==> src/rtl/ysyx_22050854_div_ctrl.sv <==
// Divide-unit controller: accepts RV64 DIV/REM requests, hands them to an external divider and returns the result.
// Optional macro YSYX_22050854_DIV_FASTPATH_EN resolves divide-by-zero and signed overflow in one cycle.
module ysyx_22050854_div_ctrl (
    input  logic        clock,
    input  logic        reset,
    input  logic        op_valid,
    output logic        op_ready,
    input  logic [1:0]  op_code,
    input  logic        op_word,
    input  logic [63:0] src1,
    input  logic [63:0] src2,
    input  logic        flush,
    output logic        busy,
    output logic        result_valid,
    input  logic        result_ready,
    output logic [63:0] result,
    output logic        div_valid,
    output logic        divw,
    output logic        div_signed,
    output logic [63:0] dividend,
    output logic [63:0] divisor,
    input  logic        div_ready,
    input  logic        out_valid,
    input  logic [63:0] quotient,
    input  logic [63:0] remainder
);

    typedef enum logic [2:0] {
        IDLE,
        ISSUE,
        WAIT,
        DRAIN,
        DONE
    } state_e;

    state_e      state_q;
    logic [1:0]  op_code_q;
    logic        op_word_q;
    logic [63:0] src1_q;
    logic [63:0] src2_q;
    logic [63:0] result_q;
    logic        divw_q;
    logic        div_signed_q;

    logic        accept;
    logic        fast_hit;
    logic [63:0] fast_res;
    logic [63:0] div_sel;
    logic [63:0] div_res;

    assign op_ready     = (state_q == IDLE) & ~flush;
    assign accept       = op_valid & op_ready;
    assign busy         = (state_q != IDLE);
    assign result_valid = (state_q == DONE);
    assign div_valid    = (state_q == ISSUE) & ~flush;
    assign result       = result_q;
    assign divw         = divw_q;
    assign div_signed   = div_signed_q;
    assign dividend     = src1_q;
    assign divisor      = src2_q;

`ifdef YSYX_22050854_DIV_FASTPATH_EN
    logic [63:0] a_eff;
    logic        div_zero;
    logic        sgn_ovf;

    always_comb begin
        a_eff    = op_word ? {{32{src1[31]}}, src1[31:0]} : src1;
        div_zero = op_word ? (src2[31:0] == '0) : (src2 == '0);
        sgn_ovf  = ~op_code[0] & (op_word ?
                   ((src1[31:0] == 32'h8000_0000) & (src2[31:0] == '1)) :
                   ((src1 == 64'h8000_0000_0000_0000) & (src2 == '1)));
        fast_hit = 1'b0;
        fast_res = '0;
        if (div_zero) begin
            fast_hit = 1'b1;
            fast_res = op_code[1] ? a_eff : '1;
        end else if (sgn_ovf) begin
            fast_hit = 1'b1;
            fast_res = op_code[1] ? '0 : a_eff;
        end
    end
`else
    assign fast_hit = 1'b0;
    assign fast_res = '0;
`endif

    // W ops take only the low word from the divider and sign-extend it
    always_comb begin
        div_sel = op_code_q[1] ? remainder : quotient;
        div_res = op_word_q ? {{32{div_sel[31]}}, div_sel[31:0]} : div_sel;
    end

    always_ff @(posedge clock) begin
        if (reset) begin
            state_q      <= IDLE;
            op_code_q    <= '0;
            op_word_q    <= 1'b0;
            src1_q       <= '0;
            src2_q       <= '0;
            result_q     <= '0;
            divw_q       <= 1'b0;
            div_signed_q <= 1'b0;
        end else begin
            case (state_q)
                IDLE: begin
                    if (accept) begin
                        op_code_q    <= op_code;
                        op_word_q    <= op_word;
                        src1_q       <= src1;
                        src2_q       <= src2;
                        divw_q       <= op_word;
                        div_signed_q <= ~op_code[0];
                        if (fast_hit) begin
                            result_q <= fast_res;
                            state_q  <= DONE;
                        end else begin
                            state_q  <= ISSUE;
                        end
                    end
                end
                ISSUE: begin
                    if (flush)          state_q <= IDLE;
                    else if (div_ready) state_q <= WAIT;
                end
                WAIT: begin
                    // a flush coinciding with the result pulse leaves nothing to drain
                    if (out_valid) begin
                        if (flush) begin
                            state_q <= IDLE;
                        end else begin
                            result_q <= div_res;
                            state_q  <= DONE;
                        end
                    end else if (flush) begin
                        state_q <= DRAIN;
                    end
                end
                DRAIN: begin
                    if (out_valid) state_q <= IDLE;
                end
                DONE: begin
                    if (flush | result_ready) state_q <= IDLE;
                end
                default: state_q <= IDLE;
            endcase
        end
    end

endmodule

==> config.mk <==
export PLATFORM = sky130hd
export DESIGN_NAME = ysyx_22050854_div_ctrl
export DESIGN_NICKNAME = d
export VERILOG_FILES = /design/src/rtl/ysyx_22050854_div_ctrl.sv
export SDC_FILE = /design/constraint.sdc
export NUM_CORES = 1
export LEC_CHECK = 0
export CORE_AREA = 2 2 179 181
export DETAILED_ROUTE_END_ITERATION = 16
export DIE_AREA = 0 0 181 183
export SYNTH_ARGS = -nofsm -noshare
export SYNTH_HDL_FRONTEND = slang
export SYNTH_SLANG_ARGS = --single-unit
==> constraint.sdc <==
create_clock -name clock -period 2.8 [get_ports clock]
set_clock_uncertainty 0.1 [all_clocks]
set_input_delay 0.28 -clock clock [delete_from_list [all_inputs] [get_ports clock]]
set_output_delay 0.28 -clock clock [all_outputs]
set_load 0.01 [all_outputs]
After elaboration in Yosys (flattened, before gate mapping)
Index checks and enable logic that the tools add are counted.
{ "totals": {"ff_bits": 199, "out_inout_bits": 198, "word_cells": 38} }
{ "classes": {"n_eq_ne": 9, "mux": 11, "n_bitwise": 6, "reduce_logical": 5} }
{ "ops": {"columns": ["op", "count"], "rows": [
  ["2-to-1 mux 64 bit", 2],
  ["2-to-1 mux 3 bit", 8],
  ["case mux 3 bit (5 select lines)", 1],
  ["equality test 3 x 2 -> 1 bit (second input constant)", 2],
  ["inequality test 3 bit (second input constant)", 2],
  ["AND reduction 5 bit", 1],
  ["inequality test 2 bit (second input constant)", 2],
  ["AND 1 bit", 3],
  ["equality test 3 x 1 -> 1 bit (second input constant)", 1],
  ["equality test 3 bit (second input constant)", 1],
  ["zero test 3 bit", 1],
  ["AND reduction 3 bit", 1],
  ["nonzero test 3 bit", 1],
  ["inequality test 2 x 1 -> 1 bit (second input constant)", 1],
  ["inverter 1 bit", 2],
  ["AND reduction 2 bit", 1],
  ["OR 1 bit", 1]
]} }

Depth between registers and ports, before layout
{ "depth": {"ltp_word": 5, "depth_mapped": 8, "ltp_nobuf": 4} }

Worst setup path after synthesis
No wires, ideal clock.
{ "synth_path": {"kind": "register -> register", "from": "reg state_q[0]", "to": "reg src1_q[0], in the netlist dividend[0]", "setup_time_ns": 0.132, "arrival_ns": 1.409, "path_slack_ns": 1.159, "stages_incl_launch_ff": 8, "synth_period_minus_slack_ns": 1.641, "cell_sequence": "dfxtp_1 -> buf_6 -> nor4_4 -> nand2_1 -> clkbuf_1 -> clkbuf_1 -> nand2_1 -> a21oi_1"} }
{ "synth_between": {"elab_chain_len": 4} }
{ "synth_rtl": {"columns": ["item", "line", "rtl"], "rows": [
  ["start, declared", "36", "state_e state_q;"],
  ["start signal, assigned", "96", "state_q <= IDLE;"],
  ["start signal, assigned", "116", "state_q <= DONE;"],
  ["start signal, assigned", "118", "state_q <= ISSUE;"],
  ["zero test 3 bit", "51", "assign op_ready = (state_q == IDLE) & ~flush;"],
  ["AND 1 bit", "51", null],
  ["via op_ready", "7", "output logic op_ready,"],
  ["AND 1 bit", "52", "assign accept = op_valid & op_ready;"],
  ["AND reduction 2 bit (no source line)", null, null],
  ["end signal, assigned", "110", "src1_q <= src1;"],
  ["end, declared", "39", "logic [63:0] src1_q;"]
]} }
The timed path passes the listed nets, and every way through them passes these cells.
A chain may end at the register's enable or synchronous reset.

Worst setup path in the final report
{ "layout_path": {"from": "reg state_q[0]", "to": "out div_valid"} }
{ "layout_between": {"elab_chain_len": 2} }
{ "layout_rtl": {"columns": ["item", "line", "rtl"], "rows": [
  ["equality test 3 x 1 -> 1 bit", "55", "assign div_valid = (state_q == ISSUE) & ~flush;"],
  ["AND 1 bit", "55", null],
  ["end, declared", "17", "output logic div_valid,"]
]} }
No other way between the ends.

==> results.cfg <==
[floorplanning]
die_x_um = 181
core_area_um2 = 31230
top_level_ports = 464
rows = 65
fp.dieArea_um2 = 33120
floorplan.die.height_um = 183
start_util_pct = 24.53

[synthesis]
yosys_most_used_dff = sky130_fd_sc_hd__dfxtp_1
postSynth.asyncResetShare_pct = 0
postSynthCellCount = 926
fraction_of_the_yosys_area_taken_by_sequential_cells_pct = 51.75
synth.largest_area_cell = sky130_fd_sc_hd__dfxtp_1
syn_area_per_cell_um2 = 8.272
syn_nets = 1192
synthDistinctLibCells = 28
yosys_warnings = 0
most_numerous_cell_in_the_yosys_netlist = sky130_fd_sc_hd__nand2_1
synthTopCellsByArea = sky130_fd_sc_hd__dfxtp_1 (52%), sky130_fd_sc_hd__nand2_1 (13%), sky130_fd_sc_hd__a21oi_1 (8.7%), sky130_fd_sc_hd__mux2i_1 (8.2%), sky130_fd_sc_hd__nor2_1 (4.9%)
netlist_top_cells_count = sky130_fd_sc_hd__nand2_1 (262), sky130_fd_sc_hd__dfxtp_1 (198), sky130_fd_sc_hd__a21oi_1 (133), sky130_fd_sc_hd__nor2_1 (101), sky130_fd_sc_hd__mux2i_1 (63)
yosys.area.top_type_share_pct = 51.75
post_synth_instance_area_um2 = 7660
synth_enable_flop_cells = 0
ys_ff_latch = 198

[power_and_ir_drop]
powerDensity_nw_per_um2 = 518.0
ir_drop_uv = 397.8
power_leakage_uw = 0.004543

[run_status]
status = complete, no violations

[clocking]
clock_insertion_delay_worst_skew_ps = 440
clock-sinks = 198
clk_path_buf_depth = 2
reg_clk_slew_reported_paths_ps = 70
post_cts_setup_buffers = 0
tritoncts_clock_tree = yes
postCtsHoldBufs = 0
cts_made_buffers = 17
htree_num_levels = 4
cts_root_buffer = sky130_fd_sc_hd__clkbuf_16
postCtsResizedCells = 0

[timing]
relSlewSlack_pct = 69.50
fin_tns_setup_ps = 0
post_route_clock_period_utilization_pct = 85.29
finalHoldViolCount = 0
tightest_slew_ps = 457.5
whs_ps = 91.10
total_of_endpoints_with_negative_setup_slack_in_the_final_report = 0
final_max_slew_viol_count = 0
rsz0062_at_grt = false
final_period_minus_worst_setup_slack_ps = 2388
fmax_mhz = 418.7

[global_route]
track_usage_pct = 15.72
grt_pass1_wl_um = 40950
grt_pass1_vias = 7347
grt_remaining_overflow = 0
grt_start_max_net_pins = 97
initial_antenna_violation_count = 1

[final_layout]
area_grow_syn2layout_pct = 71.99
final.fill_count = 3166
fin_area_um2 = 13170
multi_input_comb_area_um2 = 3301
drive_above_1_share_pct = 3.835
finish.net_count = 1609
regArea_um2 = 3968

[setup_path]
cp.arrival_ps = 2010
cp-start-kind = flop
end_kind = output pin
timing.reg2reg.worst_path_depth = 5
reg2reg_setup_slack_ps = 830
crit_required_ps = 2420
criticalPathCategory = reg -> out
crit-reg2reg-launch = state_q[1]
cp_max_fo = 10
worst_r2r_endpoint = result[28]

[place]
buffer_ports.inserted = 463
placedInstanceArea_um2 = 12620
dp_hpwl_um = 19930
gpl_congestion = 0.7447

[routing]
drt_drc_violations_left = 0
vias = 7789
drt_wl_cell_um = 15.55
avg_vias_per_cell = 4.428
final_antenna_net_count = 0
drt_wl_total_um = 27360
violation_count_after_the_first_detailed_routing_iteration = 358
drt_pass1_iterations = 4

[hold_path]
holdCritStartpoint = reset
worstHoldEndpoint = divisor[54]
hold_path_depth = 2
hold_class = in -> reg

[flow_run]
maxCapViolations = 0
[worst max-delay path by stage]
stage	start	endpoint	cells after the start
final	state_q[0]	div_valid	3
after global routing	state_q[0]	div_valid	3
after CTS	state_q[0]	div_valid	3
after detailed placement	flush	result[17]	6
after global placement	flush	divisor[32]	6
after floorplan	state_q[0]	dividend[0]	7
[power by group]
part / total, µW / internal [µW] / switching [µW]
sequential: 3070 / 2970 / 96.1
clock: 2380 / 1190 / 1180
combinational: 1380 / 792 / 590
[layout by cell type (no fill, tap or decap), types with 2 or more instances in the layout]
| master | count |
|---|---|
| sky130_fd_sc_hd__clkdlybuf4s50_1 | 462 |
| sky130_fd_sc_hd__nand2_1 | 261 |
| sky130_fd_sc_hd__dfxtp_1 | 197 |
| sky130_fd_sc_hd__a21oi_1 | 133 |
| sky130_fd_sc_hd__nor2_1 | 101 |
| sky130_fd_sc_hd__mux2i_1 | 63 |
| sky130_fd_sc_hd__a211oi_1 | 35 |
| sky130_fd_sc_hd__o22ai_1 | 31 |
| sky130_fd_sc_hd__clkbuf_16 | 17 |
| sky130_fd_sc_hd__buf_12 | 8 |
| sky130_fd_sc_hd__buf_4 | 5 |
| sky130_fd_sc_hd__inv_6 | 4 |
| sky130_fd_sc_hd__inv_1 | 3 |
| sky130_fd_sc_hd__nand2b_1 | 3 |
| sky130_fd_sc_hd__clkinv_4 | 3 |
| sky130_fd_sc_hd__inv_8 | 3 |
| sky130_fd_sc_hd__nor3_1 | 2 |
| sky130_fd_sc_hd__nor2b_1 | 2 |
| sky130_fd_sc_hd__clkinv_2 | 2 |
[cell families after synthesis]
family          synth area share [%]
buf+inv                        5.439
flops                          51.75
compound gates                 15.04
simple gates                   19.39
mux                            8.380
[per-layer routing]
metal	track usage, %	part of all wire, %
met5	0	0
met2	28.12	50
met3	5.183	7.6
met1	18.13	42
met4	3.870	1.1
[metrics by stage]
step           util (%)  total power (µW)  setup slack [ps]  cells
3_3_place_gp      40.40              4519             484.6   1726
3_5_place_dp      40.40              4531             456.9   1726
6_report          42.18              6824             411.9   1759
5_1_grt           42.18              7173             287.6   1759
4_1_cts           42.18              6951             400.2   1758
2_1_floorplan         -              3697              1159    926
[cell type report]
cell class | instances | share of cell area (%)
Clock buffer | 19 | 3.362
Sequential cell | 198 | 30.12
Antenna cell | 1 | 0.01900
Inverter | 3 | 0.08548
Timing Repair Buffer | 476 | 36.69
Multi-Input combinational cell | 647 | 25.05
Tap cell | 402 | 3.818
Clock inverter | 13 | 0.8548
[flip-flops by register name (all words and copies together) (netlist names)]
signal and cells:
div_signed 1, op_code_q 1, dividend 64, state_q 3, divisor 64, result 64, divw 1
[worst max-delay path, cell delays in order, from the launching register on]
cell and delay, ps:
sky130_fd_sc_hd__dfxtp_1 550, sky130_fd_sc_hd__nand2b_1 150, sky130_fd_sc_hd__nor3_1 270, sky130_fd_sc_hd__clkdlybuf4s50_1 610
(Power assumes the default switching activity.)
==> RTL change (same flow settings) <==
Reset style: asynchronous (`reset`), changed in one clocked block.
--- a/src/rtl/ysyx_22050854_div_ctrl.sv
+++ b/src/rtl/ysyx_22050854_div_ctrl.sv
@@ -91,7 +91,7 @@
         div_res = op_word_q ? {{32{div_sel[31]}}, div_sel[31:0]} : div_sel;
     end
 
-    always_ff @(posedge clock) begin
+    always_ff @(posedge clock or posedge reset) begin
         if (reset) begin
             state_q      <= IDLE;
             op_code_q    <= '0;
Behaviour: differs if reset is asserted again (counterexample within 4 cycles, from zero or initial values and one cycle with reset high); with reset held inactive, the same outputs for 4 cycles.
==> RTL change against the unedited design <==
Die area stayed put; first-iteration DRC count decreased by 19%; wire length decreased by 3.4%; global-route usage grew 0.24 points; sequential cell count stayed put; final area up 8.4%; setup slack got worse by 0.024 ns; area after synthesis increased by 12%.
Power is not compared: it rests on default switching activity, and its combinational part moved more than twofold at a synthesized area within 25%.
==> RTL change: results (changes against the unedited design) <==
* Status: completed
* Worst reg2reg setup slack at 0.80 ns (-0.03 ns)
* Post-cts resize count at 0 (unchanged)
* Inserted Diodes at 0 (-1)
* Sequential share of the synthesized area at 57.92% (+6.2 points)
* Synth Warn # at 0 (unchanged)
* Vias in the first global route at 6957 (-5.3%)
* H-tree depth at 4 (unchanged)
* Clk Latency, worst-skew pair at between 0.4 and 0.5 ns
* Post-CTS setup buffers at 0 (unchanged)
* Syn Inst Count at 590 (-36%)
* R2R Path End: dividend[12]$_DFFE_PP0P_
* Final Wtd Congestion at 0.7734 (+3.9%)
* Largest net degree at the start of global routing at 76 (-22%)
* NetSw at a little under 5 mW
* FFs w/ async S/R, synth at 100.0% (+100 points)
* Reg2Reg Depth at 4 (-1)
* First-pass GRT wire length at 40710 µm (-0.59%)
* Netlist cell types at 29 (+3.6%)
* Share of layout cells above drive strength 1 at 17.66% (+14 points)
* Routed vias at 6468 (-17%)
* Arrival time at the worst endpoint at 2.03 ns (+0.02 ns)
* Nets at 1312 (-18%)
* DRC at 0 (unchanged)
* Hold Path Class: in2async
* Top cells by area, synth: dfrtp_1, mux2_4, mux2i_1
* Max_slew headroom at 63.13% (-6.4 points)
* Wire length per cell at 18.09 µm (+16%)
* Net count after synthesis at 856 (-28%)
* Synth top area share at 57.92% (+6.2 points)
* Worst hold slack at 0.06772 ns (-0.02337 ns)
* CP Max Fanout at 10 (unchanged)
* CP startpoint: state_q[0]$_DFFE_PP0P_
* CTS Buf Count at 17 (unchanged)
* Clock Pin Slew Worst Setup and Hold Paths at 0.07 ns (about the same)
* Leak Pwr at just over 6 nW
* Gr usage total at 15.96% (+0.24 points)
* Synth top cells by count: dfrtp_1, mux2_4, mux2i_1
* Post-DP HPWL at 20150 µm (+1.1%)
* Initial antenna violation count at 0 (-1)
* Initial DRC count at 290 (-19%)
* Routed vias/inst at 4.427 (about the same)
* Clk. pwr at ~2.5 mW
* DRT Pass-1 Iters at 4 (unchanged)
* Placement Cell Area at 0.01371 mm² (+8.6%)
* Sequential cell power at 5.18 mW
* Post-Place Cells at 1429 (-17%)
* Clock Tree Buf Depth at 2 (unchanged)
-- RTL change: worst max path at each step --
| stage | end | slack (ns) | depth (start not counted) |
|---|---|---|---|
| floorplan | div_signed$_DFFE_PP0P_ | -0.14 | 1 |
| global placement | dividend[14]$_DFFE_PP0P_ | 0.41 | 5 |
| detailed placement | dividend[15]$_DFFE_PP0P_ | 0.39 | 5 |
| CTS | op_ready | 0.34 | 2 |
| global route | div_valid | 0.21 | 2 |
| finish | op_ready | 0.39 | 2 |
-- RTL change: metal layers --
layer,up-vias,share of wire [%],global-route usage [%]
met1,3111,40,19.08
met4,0,1.6,4.520
met5,-,0,0
met2,299,48,26.78
met3,24,9.9,6.215
li1,3034,-,-
-- RTL change: layout make-up --
cell class	count	area, µm²
Clock buffer	19	442.9
Clock inverter	13	136.4
Fill cell	2883	16950
Inverter	2	11.26
Multi-Input combinational cell	345	3343
Sequential cell	198	4959
Tap cell	402	503.0
Timing Repair Buffer	482	4890
-- RTL change: critical path, stage by stage, from the launching register on --
cell and delay [ns]:
dfrtp_1 0.51, nor4_4 0.45, clkdlybuf4s50_1 0.64
-- RTL change: metrics by stage --
step	power (mW)	worst slack [ns]
5_1_grt	15.88	0.2109
3_5_place_dp	12.62	0.3895
6_report	14.97	0.3875
2_1_floorplan	8.470	-0.1404
3_3_place_gp	12.55	0.4062
4_1_cts	15.21	0.3447
-- RTL change: logic make-up (layout without fill, tap and decap cells) --
logic type	after synthesis	after routing	share of synthesized area, %
DFF	198	198	57.92
AOI/OAI and AO/OA	102	102	8.015
and+or+nand+nor	46	46	2.457
muxes	197	197	28.37
buffers and inverters	47	516	3.232
